$ cat src/rtl/fourbit_demux_pkg.sv
// Shared constants and types for the 1-to-4 nibble dispatcher.
//   NUM_CH     : number of output channels
//   DEST_W     : width of the destination field
//   dest_t     : destination channel index type
//   DATA_W_DEF : default nibble width
//   CNT_W_DEF  : default per-channel delivery counter width
package fourbit_demux_pkg;

  localparam int NUM_CH     = 4;
  localparam int DEST_W     = 2;
  localparam int DATA_W_DEF = 4;
  localparam int CNT_W_DEF  = 8;

  typedef logic [DEST_W-1:0] dest_t;

endpackage : fourbit_demux_pkg

$ cat src/rtl/fourbit_demux_slot.sv
// One-entry output holding register with valid/ready handshake and a
// delivered-item counter.
//   clk, rst_n  : clock, asynchronous active-low reset
//   load        : capture load_data at the next edge (caller guarantees space)
//   load_data   : payload to capture
//   drain_ready : consumer takes the held item this cycle
//   valid       : slot is FULL
//   data        : held payload (keeps last value after a drain)
//   cnt         : number of drains, wraps modulo 2^CNT_W
module fourbit_demux_slot #(
  parameter int DATA_W = 4,
  parameter int CNT_W  = 8
) (
  input  logic              clk,
  input  logic              rst_n,
  input  logic              load,
  input  logic [DATA_W-1:0] load_data,
  input  logic              drain_ready,
  output logic              valid,
  output logic [DATA_W-1:0] data,
  output logic [CNT_W-1:0]  cnt
);

  logic drain;

  assign drain = valid & drain_ready;

  // NOTE: sequential state uses non-blocking assignments so every flop
  // samples pre-edge values, independent of always-block ordering.
  always_ff @(posedge clk or negedge rst_n) begin
    if (!rst_n) begin
      valid <= 1'b0;
      data  <= '0;
      cnt   <= '0;
    end else begin
      // A load wins over a drain: a simultaneous drain+load stays FULL
      // with the new payload, so the channel streams without a bubble.
      if (load) begin
        valid <= 1'b1;
        data  <= load_data;
      end else if (drain) begin
        valid <= 1'b0;
      end
      if (drain) begin
        cnt <= cnt + 1'b1;
      end
    end
  end

endmodule : fourbit_demux_slot

$ cat src/rtl/fourbit_1to4demux_dispatch.sv
// Nibble dispatcher: routes one valid/ready nibble stream to one of four
// output channels selected by in_dest; each channel has a one-entry slot.
//   in_valid/in_ready/in_dest/in_data : producer side
//   in_bcast  : broadcast request (only honoured with FOURBIT_DEMUX_BCAST_EN)
//   out_valid/out_ready/out_data      : per-channel consumer side,
//               channel k at out_data[k*DATA_W +: DATA_W]
//   dlv_cnt   : per-channel delivered count at [k*CNT_W +: CNT_W]
// Build option: define FOURBIT_DEMUX_BCAST_EN to enable all-or-nothing
// broadcast into every slot.
module fourbit_1to4demux_dispatch
  import fourbit_demux_pkg::*;
#(
  parameter int DATA_W = DATA_W_DEF,
  parameter int CNT_W  = CNT_W_DEF
) (
  input  logic                     clk,
  input  logic                     rst_n,
  input  logic                     in_valid,
  output logic                     in_ready,
  input  dest_t                    in_dest,
  input  logic [DATA_W-1:0]        in_data,
  input  logic                     in_bcast,
  output logic [NUM_CH-1:0]        out_valid,
  input  logic [NUM_CH-1:0]        out_ready,
  output logic [NUM_CH*DATA_W-1:0] out_data,
  output logic [NUM_CH*CNT_W-1:0]  dlv_cnt
);

  logic              bcast;
  logic              accept;
  logic [NUM_CH-1:0] slot_free;
  logic [NUM_CH-1:0] load;

`ifdef FOURBIT_DEMUX_BCAST_EN
  assign bcast = in_bcast;
`else
  logic unused_bcast;
  assign bcast        = 1'b0;
  assign unused_bcast = in_bcast;
`endif

  // A slot can take a nibble if it is empty or being drained this cycle.
  assign slot_free = ~out_valid | out_ready;
  assign accept    = in_valid & in_ready;

  // NOTE: every output of this block gets a default first so no path
  // leaves it unassigned and no latch is inferred.
  always_comb begin
    in_ready = 1'b0;
    load     = '0;
    if (rst_n) begin
      in_ready = bcast ? (&slot_free) : slot_free[in_dest];
    end
    for (int k = 0; k < NUM_CH; k++) begin
      load[k] = accept & (bcast | (in_dest == dest_t'(k)));
    end
  end

  for (genvar k = 0; k < NUM_CH; k++) begin : g_slot
    fourbit_demux_slot #(
      .DATA_W (DATA_W),
      .CNT_W  (CNT_W)
    ) u_slot (
      .clk         (clk),
      .rst_n       (rst_n),
      .load        (load[k]),
      .load_data   (in_data),
      .drain_ready (out_ready[k]),
      .valid       (out_valid[k]),
      .data        (out_data[k*DATA_W +: DATA_W]),
      .cnt         (dlv_cnt[k*CNT_W +: CNT_W])
    );
  end

endmodule : fourbit_1to4demux_dispatch

$ cat config.mk
export PLATFORM = sky130hd
export DESIGN_NAME = fourbit_1to4demux_dispatch
export DESIGN_NICKNAME = d
export VERILOG_FILES = /design/src/rtl/fourbit_demux_pkg.sv /design/src/rtl/fourbit_demux_slot.sv /design/src/rtl/fourbit_1to4demux_dispatch.sv
export SDC_FILE = /design/constraint.sdc
export NUM_CORES = 1
export LEC_CHECK = 0
export ABC_CLOCK_PERIOD_IN_PS = 2800
export CORE_ASPECT_RATIO = 1.1
export CORE_MARGIN = 2
export CORE_UTILIZATION = 50
export DETAILED_ROUTE_END_ITERATION = 8
export PLACE_DENSITY = 0.83
export SLEW_MARGIN = 20
export SYNTH_ARGS = -nofsm -noshare
export SYNTH_HDL_FRONTEND = slang
export SYNTH_SLANG_ARGS = --single-unit
$ cat constraint.sdc
create_clock -name clk -period 2.8 [get_ports clk]
set_input_delay 0.28 -clock clk [delete_from_list [all_inputs] [get_ports clk]]
set_output_delay 0.28 -clock clk [all_outputs]
set_load 0.005 [all_outputs]
# Yosys cells after proc, flatten, opt, wreduce, memory -nomap -nowiden
# Index checks and enable logic that the tools add are counted.
# W data, S select, Z words.
# classes
n_addsub	4
n_lt_le_gt_ge	1
n_eq_ne	3
muxes	11
bitwise	11
reduce_logical	5
# ops
operator	n
$add A8 B1 Y8 const B	4
$mux W1	10
$and A1 B1 Y1	9
$reduce_bool A2 Y1	4
$eq A2 B2 Y1 const B	2
$not A4 Y4	1
$or A4 B4 Y4	1
$lt A2 B3 Y1 const B	1
$bmux W1 S2	1
$eq A2 B1 Y1 const B	1
$logic_not A2 Y1	1
# word_totals
regBits	52
inputBits	14
out_inout_bits	53

# Logic depth before layout (Yosys ltp)
# logic_depth
ltp_word	8
depth_mapped	4

# By module
# From an unflattened synthesis, not the netlist that was laid out.
# unflattened
cells_unflattened	177
area_unflattened_um2	2217.1
# modules_own_cells
module	instances	cells_per_inst	area_each_um2	seq_area_each_um2
fourbit_demux_slot	4	40	529.3	325.3
fourbit_1to4demux_dispatch	1	17	100.1	0.0

# Least setup slack after synthesis
# No wires, ideal clock.
# synth_timing
path_type	register to register
from	register g_slot[2].u_slot.valid
to	register g_slot[2].u_slot.data[0]
arrival_time_ps	1160
slack_ps	1515
stages_incl_launch_ff	4
n_path_buf	0
synth_period_minus_slack_ps	1285
cell_sequence	dfrtp_1 > nor2b_1 > nor3_2 > mux2_2
# synth_via
elab_chain_len	7
# synth_rtl
item	line	text
start, declared	fourbit_demux_slot.sv:19	output logic valid,
start signal, assigned	fourbit_demux_slot.sv:32	valid <= 1'b0;
start signal, assigned	fourbit_demux_slot.sv:39	valid <= 1'b1;
start signal, assigned	fourbit_demux_slot.sv:42	valid <= 1'b0;
$not A4 Y4	fourbit_1to4demux_dispatch.sv:43	assign slot_free = ~out_valid | out_ready;
$or A4 B4 Y4	fourbit_1to4demux_dispatch.sv:43	
$bmux W1 S2	fourbit_1to4demux_dispatch.sv:52	in_ready = bcast ? (&slot_free) : slot_free[in_dest];
$mux W1 (not written as such)	fourbit_1to4demux_dispatch.sv:52	
$mux W1	fourbit_1to4demux_dispatch.sv:51	if (rst_n) begin
$and A1 B1 Y1	fourbit_1to4demux_dispatch.sv:44	assign accept = in_valid & in_ready;
$and A1 B1 Y1	fourbit_1to4demux_dispatch.sv:55	load[k] = accept & (bcast | (in_dest == dest_t'(k)));
end signal, assigned	fourbit_demux_slot.sv:40	data <= load_data;
end, declared	fourbit_demux_slot.sv:20	output logic [DATA_W-1:0] data,
# No other way between the ends. The select of a mux whose other input is x is not followed.
# A chain may end at the register's enable or synchronous reset.

# Worst setup path after layout
# layout_timing
from	input rst_n
to	output in_ready
# layout_via
elab_chain_len	1
# layout_rtl
item	line	text
start, declared	fourbit_1to4demux_dispatch.sv:17	input logic rst_n,
$mux W1	fourbit_1to4demux_dispatch.sv:51	
end, declared	fourbit_1to4demux_dispatch.sv:19	output logic in_ready,
# No other way between the ends.

==> impl_results.md <==
* DR vias at 1500
* Ys async rst share at 1.00
* Post-route ant nets at 0
* Clock power frac at 0.186
* Post-synth EDFFs at 0
* Synth cell types at 30
* Final Max Slew Viols at 0
* Buf/Inv on CP at 3
* LEAKAGE at about 1.3 nW
* Placeable Area at ~4300 sq um
* Slowest-stage cell, CP: clkdlybuf4s50_1
* CP Capture Type: output pin
* Most frequent cells in the layout: clkdlybuf4s50_1 (64), dfrtp_1 (52), xnor2_1 (22)
* Fin crit period at 2200 ps
* Initial Util at 0.521
* Total Wirelength at between 4000 and 5000 microns
* Worst Hold Class: input pin to async pin
* Max-capacitance violation count at 0
* Peak VDD IR at about 430 uV
* Multi-input logic area at around 900 sq um
* Top FF cell, synth: dfrtp_1
* CTS tree: yes
* Worst path max stage delay at approximately 530 ps
* P_int at between 0.001 and 0.0015 W
* Net Switching at 0.000537 W
* Sequential fraction of design power at 0.524
* Fin nets at between 200 and 300
* Worst-Margin Slew at between 300 and 400 ps
* Status: finished clean
* Total power draw at 0.00201 W
* Worst-path maximum fanout at 12
* Most common cell after layout, fill and taps aside: clkdlybuf4s50_1
* DIE AREA at approximately 5000 sq um
* Vias per std cell at between 5 and 6
* DR WL/cell at 13.9 microns
* CTS Buf Count at 5
* Share of layout cells above drive strength 1 at 0.133
* CTS H-tree depth at 2
* Diodes inserted at 0
* # IOs at 67
* Total GRT Usage at 0.179
* CP delay by family, top: buffers and inverters
* First-pass GRT wire length at 6640 microns
* #FFs+latches synth at 52
* Cell Area, Synth at around 2200 sq um
* Register area at 1300 sq um
* Power Density at roughly 670 nW/um^2
* Fin. Hold Viols at 0
* DRC at 0
* Skew-Pair Late Insertion Delay at 290 ps
* Vias in the first global route at ~1400
* Largest net degree at the start of global routing at 31
* Root buf cell: clkbuf_8
* Initial antenna violation count at 0
* Setup violators final at 0
* Die Ht at 74.1 microns
* Worst rel slew slack at 0.744
* Mapped Avg Cell Area at between 10 and 15 sq um
* Post-CTS Setup Repair Bufs at 0
* RSZ-0062 raised after global routing: false
* Number of DRC markers in iteration 0 at between 40 and 50
* Syn Nets at 192
* Seq/Total Area, Yosys at 0.583
* Die Wd at 67.7 microns
* Final setup skew at approximately 6.6 ps
* Sw frac at 0.267
* DP Wirelength at 3070 microns
* Max Buffers Root-to-Sink at 2
* Row Count at 25
* Worst path arrival time at about 1900 ps
* CTS Sinks at 52
* GPL Wtd Cong at ~0.74
* Crit path cell chain: dlygate4sd3_1 > buf_2 > o311ai_0 > a21oi_1 > clkdlybuf4s50_1
* Grt ovf at 0
* Clock-pin slew on the worst setup and hold paths at 80 ps
* Ys Warns at 0
* Worst EP required at around 2500 ps
* Drt pass-1 iters at 4
* Fillers at 315
* Setup TNS at 0 ps
* PortBufs at between 60 and 70
* Final Cycle Share at 0.785
* Worst setup SP type: input pin
* Layout area overhead at 34.4%
* Gate Count Post-Synth at roughly 170
* Max Freq at ~0.45 GHz
* Gate power share at 0.290
* Critical path type: input pin to output pin
==> final cells by class <==
type	instances	area share
tap	54	0.0225
sequential	52	0.434
timing repair buffer	68	0.224
clock buffer	5	0.0229
inverter	3	0.00375
multi-input combinational	113	0.293
==> registers in the layout, summed over array words and instances (netlist names) <==
register             count
g_slot.u_slot.cnt       32
g_slot.u_slot.data      16
g_slot.u_slot.valid      4
==> synthesized netlist by cell type (all sizes together), types with 4 or more instances <==
| cell | instances | area share |
|---|---|---|
| nand4 | 10 | 0.028 |
| dfrtp | 52 | 0.58 |
| nand2 | 16 | 0.027 |
| nor2 | 5 | 0.0084 |
| xnor2 | 22 | 0.086 |
| mux2 | 20 | 0.10 |
| and3 | 4 | 0.011 |
| ha | 4 | 0.022 |
| xor2 | 6 | 0.024 |
| buf | 5 | 0.016 |
| nand3 | 5 | 0.013 |
==> cells by family after synthesis <==
group           synth area share
simple gates               0.141
compound gates            0.0202
xor+xnor                   0.110
buf+inv                   0.0224
flops                      0.583
mux                        0.101
fa+ha+maj                 0.0224
==> timing repair <==
item,CTS,global route
resized for setup,0,0
hold buffers,1,0
hold endpoints to repair,6,0
==> power groups by stage <==
| stage | Sequential (W) | Combinational (W) | Clock [W] |
|---|---|---|---|
| floorplan | 0.00106 | 0.000194 | 0 |
| global placement | 0.00106 | 0.000570 | 0 |
| detailed placement | 0.00107 | 0.000585 | 0 |
| CTS | 0.00106 | 0.000591 | 0.000391 |
| global route | 0.00108 | 0.000636 | 0.000414 |
| finish | 0.00105 | 0.000582 | 0.000375 |
==> per-layer routing <==
metal,global-route usage,routed length [microns]
met1,0.233,1860
met2,0.276,1880
met3,0.0666,303
met4,0.0612,59
met5,0,0
==> metrics by stage <==
stage	setup slack, ps	hold slack, ps	utilization	std cells	instance area, sq um
after detailed placement	668	165	0.681	289	2920
after global routing	499	388	0.700	295	3000
final	601	376	0.700	295	3000
after CTS	575	378	0.700	295	3000
after global placement	644	163	0.681	289	2920
after floorplan	1520	-15.6	-	174	2230
==> path summary, 6_finish.rpt <==
check / start / end / slack, ps / depth (start not counted)
setup / recovery: rst_n / in_ready / 600 / 5
hold / removal: rst_n / g_slot[2].u_slot.valid$_DFFE_PN0P_ / 380 / 2
setup reg to reg: g_slot[2].u_slot.valid$_DFFE_PN0P_ / g_slot[2].u_slot.data[2]$_DFFE_PN0P_ / 1330 / 3
hold reg to reg: g_slot[0].u_slot.cnt[7]$_DFFE_PN0P_ / g_slot[0].u_slot.cnt[7]$_DFFE_PN0P_ / 470 / 1
max in group asynchronous: rst_n / g_slot[1].u_slot.data[2]$_DFFE_PN0P_ / 1760 / 3
min in group clk: g_slot[0].u_slot.cnt[7]$_DFFE_PN0P_ / g_slot[0].u_slot.cnt[7]$_DFFE_PN0P_ / 470 / 1
==> worst reg2reg max path, cell delays in order, from the launching register on <==
cell and delay [ps]:
dfrtp_1 450, nor2b_1 180, nor3_2 350, mux2_2 380
(Power assumes the default switching activity.)
